===== config.mk =====
export PLATFORM = sky130hd
export DESIGN_NAME = segment_sequencer
export DESIGN_NICKNAME = d
export VERILOG_FILES = /design/src/rtl/segment_sequencer.sv
export SDC_FILE = /design/constraint.sdc
export NUM_CORES = 1
export LEC_CHECK = 0
export BUFFER_PORTS_ARGS = -buffer_cell sky130_fd_sc_hd__buf_2
export CORE_MARGIN = 2
export CORE_UTILIZATION = 25
export DETAILED_ROUTE_END_ITERATION = 16
export PLACE_DENSITY = 0.47
export REMOVE_ABC_BUFFERS = 1
export SYNTH_ARGS = -nofsm -noshare
export SYNTH_HDL_FRONTEND = slang
export SYNTH_SLANG_ARGS = --single-unit

===== constraint.sdc =====
create_clock -name clk -period 8.7 [get_ports clk]
set_input_delay 1.74 -clock clk [delete_from_list [all_inputs] [get_ports clk]]
set_output_delay 1.74 -clock clk [all_outputs]
set_load 0.01 [all_outputs]

===== src/rtl/segment_sequencer.sv =====
// Sequences one train pass over sensors S1..S6, timing each segment in ticks and
// raising an alarm on a predicted-timeout or an out-of-order sensor edge.
module segment_sequencer #(
   parameter int unsigned TW           = 19,
   parameter int unsigned T_DEFAULT    = 500000,
   parameter int unsigned MARGIN_SHIFT = 2
) (
   input  logic          clk,
   input  logic          rst_n,
   input  logic [5:0]    sens,
   input  logic          tick,
   input  logic          clr,
   output logic [3:0]    state,
   output logic          seg_pulse,
   output logic [TW-1:0] last_time,
   output logic [TW-1:0] limit,
   output logic          alarm,
   output logic          done
);

   typedef enum logic [3:0] {
      StIdle  = 4'd0,
      StSeg1  = 4'd1,
      StSeg2  = 4'd2,
      StSeg3  = 4'd3,
      StSeg4  = 4'd4,
      StSeg5  = 4'd5,
      StDone  = 4'd6,
      StAlarm = 4'd15
   } state_e;

   localparam logic [TW-1:0] CountMax  = {TW{1'b1}};
   localparam logic [TW-1:0] LimitInit = TW'(T_DEFAULT);

   state_e        state_q, state_d;
   logic [TW-1:0] count_q, count_d;
   logic [TW-1:0] last_time_q, last_time_d;
   logic [TW-1:0] limit_q, limit_d;
   logic          pulse_q, pulse_d;
   logic [5:0]    sens_q;

   logic [5:0]    rise;
   logic [5:0]    expected;
   logic [TW:0]   margin_sum;
   logic [TW-1:0] next_limit;

   assign rise = sens & ~sens_q;

   always_ff @(posedge clk) begin
      if (!rst_n) begin
         state_q     <= StIdle;
         count_q     <= '0;
         last_time_q <= '0;
         limit_q     <= LimitInit;
         pulse_q     <= 1'b0;
         sens_q      <= 6'b111111;
      end else begin
         state_q     <= state_d;
         count_q     <= count_d;
         last_time_q <= last_time_d;
         limit_q     <= limit_d;
         pulse_q     <= pulse_d;
         sens_q      <= sens;
      end
   end

   // Next limit is the measured time plus a margin, saturated and never zero.
   always_comb begin
      expected   = 6'b000001 << state_q;
      margin_sum = {1'b0, count_q} + {1'b0, count_q >> MARGIN_SHIFT};
      next_limit = margin_sum[TW] ? CountMax : margin_sum[TW-1:0];
      if (next_limit == '0) next_limit = TW'(1);
   end

   always_comb begin
      state_d     = state_q;
      count_d     = count_q;
      last_time_d = last_time_q;
      limit_d     = limit_q;
      pulse_d     = 1'b0;
      case (state_q)
         StIdle: begin
            if (rise[0]) begin
               state_d = StSeg1;
               count_d = '0;
               limit_d = LimitInit;
               pulse_d = 1'b1;
            end
         end
         StSeg1, StSeg2, StSeg3, StSeg4, StSeg5: begin
            // An accepted edge takes priority over a timeout in the same cycle.
            if (rise == expected) begin
               last_time_d = count_q;
               limit_d     = next_limit;
               count_d     = '0;
               pulse_d     = 1'b1;
               state_d     = (state_q == StSeg5) ? StDone : state_e'(state_q + 4'd1);
            end else if (rise != 6'b0) begin
               state_d = StAlarm;
            end else if (tick) begin
               if (count_q == limit_q) state_d = StAlarm;
               else if (count_q != CountMax) count_d = count_q + TW'(1);
            end
         end
         StAlarm: begin
            if (clr) begin
               state_d = StIdle;
               count_d = '0;
            end
         end
         StDone: begin
            if (clr) begin
               state_d = StIdle;
               count_d = '0;
            end else if (rise[0]) begin
               state_d = StSeg1;
               count_d = '0;
               limit_d = LimitInit;
               pulse_d = 1'b1;
            end
         end
         default: state_d = StIdle;
      endcase
   end

   always_comb begin
      state     = state_q;
      seg_pulse = pulse_q;
      last_time = last_time_q;
      limit     = limit_q;
      alarm     = (state_q == StAlarm);
      done      = (state_q == StDone);
   end

endmodule


==> out/qor.yml <==
hold_path:
  hold_path.class: "flip-flop to flip-flop"
clock_tree:
  holdBufCountCts: 0
  cts_resized: 0
  cts.clk_slew.worst_paths_ns: 0.06
  cts_buffer_depth: 2
  cts_tree: "built"
  cts-root-buf: "clkbuf_16"
  cts.sinks: 68
  insertion_delay_ns: 0.34
  htree_num_levels: 3
  cts_buffers: 9
  postCtsSetupBuffers: 0
sta:
  drv_slew: 0
  setup_slack_ns: 4.86
  max_slew_margin_pct: 34.7
  hold_slack_ns: 0.478
  tns_ns: 0
  rsz0062_at_grt: "no"
  skew_ns: 0.00558
  period_share_pct: 44.2
  layout_min_cycle_time_ns: 3.84
  hold_violations: 0
  setup_viol_count_final: 0
  worst_pin_slew_ns: 0.980
  fmax_mhz: 260
global_route:
  grt_max_degree: 32
  antenna_found_initial: 0
  grt_first_pass_wirelength_um: 23700
  grt_overflow: 0
  grt_util_all_layers_pct: 15.4
  grt_pass1_vias: 4188
detailed_routing:
  drt_pass1_iterations: 4
  drtIter0Drc: 252
  vias: 4324
  drc: 0
  antenna_left: 0
  vias_per_cell: 5.17
  routed_wl_um: 14900
  drt-wirelength-per-cell_um: 17.8
placed_design:
  dpl.hpwl_um: 11200
  pre_cts_slack_ns: 4.52
  placed_cell_area_um2: 5060
  io_buffers: 54
  place_congestion: 0.880
synthesis:
  yosys.area.top_type: "dfxtp_1"
  syn_area_per_cell_um2: 8.18
  synth.area.mux_share_pct: 3.68
  synth_top_family_by_area: "simple AND/OR/NAND/NOR gates"
  yosys-top-cells-count: "68 x dfxtp_1, 58 x nor2_1, 45 x nand2_1"
  synth_ff_type: "dfxtp_1"
  synthAdderAreaFrac_pct: 6.66
  ys_warn_count: 0
  synth-simple-area-share_pct: 26.6
  async_flop_share_pct: 0
  synthCells: 565
  yosys-top-cells-area: "dfxtp_1 29%, ha_1 6.2%, nor2_1 4.7%, xor2_1 4.5%, mux2i_1 3.7%"
  ys_ff_latch: 68
  synth.top_cell.area_share_pct: 29.5
  yosysUniqueCellTypes: 77
  ys_seq_area_share_pct: 29.5
  synth_xor_area_share_pct: 6.44
  synth_area_um2: 4620
  yosysMostFrequentCell: "dfxtp_1"
  synth-compound-area-share_pct: 22.8
  synth_edf_count: 0
worst_setup_path:
  path_max_fanout: 13
  crit_required_ns: 8.93
  crit_path_end: "limit[0]$_SDFFE_PN0P_"
  crit_path_start: "sens[5]"
  r2r_cells: 10
  crit_type: "input port to flip-flop"
  r2r_slack_ns: 5.27
  cp_data_arrival_time_ns: 4.08
  worst_setup_path_end_kind: "flip-flop"
  worstSetupStartpointType: "input port"
  r2r_start: "count_q[2]$_SDFFE_PN0P_"
  rr_endpoint: "limit[0]$_SDFFE_PN0P_"
layout:
  multi_input_comb_area_um2: 3060
  num-nets-final: 637
  fillers: 1980
  syn2layout_area_growth_pct: 15.3
  design_area_um2: 5330
  diodes: 0
  register_area_um2: 1360
  drive_gt1_share_pct: 16.0
  fin_util_pct: 29.6
status:
  outcome: "completed"
floorplan:
  fp.dieH_um: 140
  core_um2: 18000
  num_io_pins: 55
  dieArea_um2: 19600
  die_w_um: 140
  initial_core_util_pct: 25.6
  rows: 49
power_and_ir_drop:
  irDropWorstVdd_v: 0.000114
  leakage_nw: 2.42
  p_per_area_nw_per_um2: 209
run:
  drv_cap: 0
-- power by group --
part / switching [mW] / total, mW / internal, mW
registers: 0.0426 / 0.383 / 0.341
clock network: 0.135 / 0.341 / 0.206
logic: 0.249 / 0.391 / 0.142
-- routing by layer --
layer  wire length [um]  vias to the layer above  GRT usage (%)
li1                   -                     2133              -
met1               7330                     2042           22.2
met2               6370                      133           22.8
met3                926                       16           3.73
met4                217                        0           4.58
met5                  0                        -              0
-- sequential cells by signal (all words and copies together) (netlist names) --
signal / cells
count_q: 19
last_time: 19
limit: 19
seg_pulse: 1
sens_q: 6
state: 4
-- critical path: stages --
cell and delay [ns]:
buf_2 0.09, nor2b_1 0.31, o32ai_1 0.17, a221oi_4 0.44, a21o_2 0.31, and3_2 0.41
nor2_1 0.26, a211o_1 0.34
-- cells in the final DEF (no fill, tap or decap), types with 5 or more instances in the layout --
master / netlist / routed
ha_1: 23 / 23
a21oi_1: 32 / 32
nand2b_1: 13 / 13
o21ai_0: 19 / 19
nand2_1: 45 / 45
nor2_1: 58 / 58
a211o_1: 5 / 5
dfxtp_1: 68 / 68
nand3_1: 22 / 22
nor2b_1: 12 / 12
o31ai_1: 8 / 8
o21ai_1: 21 / 21
inv_1: 17 / 17
clkbuf_16: 0 / 9
nand4_1: 6 / 6
buf_2: 10 / 54
xnor2_1: 10 / 10
nor4_1: 10 / 10
nor3_1: 10 / 10
or3_1: 7 / 7
a21o_1: 11 / 11
mux2i_1: 17 / 17
xor2_1: 24 / 24
a31oi_1: 6 / 6
and3_1: 9 / 9
-- worst min-delay path by stage --
stage,to,from,slack (ns),cells after the start
final,limit[3]$_SDFFE_PN0P_,limit[3]$_SDFFE_PN0P_,0.48,2
after global routing,limit[4]$_SDFFE_PN0P_,limit[4]$_SDFFE_PN0P_,0.50,2
after CTS,limit[3]$_SDFFE_PN0P_,limit[3]$_SDFFE_PN0P_,0.48,2
after detailed placement,limit[3]$_SDFFE_PN0P_,limit[3]$_SDFFE_PN0P_,0.47,2
after global placement,last_time[11]$_SDFFE_PN0P_,last_time[11]$_SDFFE_PN0P_,0.47,2
after floorplan,limit[3]$_SDFFE_PN0P_,limit[3]$_SDFFE_PN0P_,0.49,2
-- layout make-up --
type                            instances  area share, %
Clock inverter                          2          0.188
Inverter                               17           1.20
Multi-Input combinational cell        451           57.4
Sequential cell                        68           25.6
Clock buffer                           13           4.88
Tap cell                              229           5.38
Timing Repair Buffer                   56           5.35
-- cells by family (layout without fill, tap and decap cells) --
| kind of cell | count (synthesis) | in the layout |
|---|---|---|
| AO/OA/AOI/OAI | 148 | 148 |
| XOR/XNOR | 34 | 34 |
| adder cells (fa/ha/maj) | 24 | 24 |
| buffers and inverters | 46 | 88 |
| flip-flops | 68 | 68 |
| multiplexers | 17 | 17 |
| AND/OR/NAND/NOR | 228 | 228 |
-- stage by stage --
step / power [mW] / cells
after floorplan: 0.647 / 536
after global placement: 0.770 / 821
after detailed placement: 0.776 / 821
after CTS: 1.12 / 836
after global routing: 1.18 / 836
final: 1.12 / 836
Note: power is estimated with default switching activity, not from simulation.
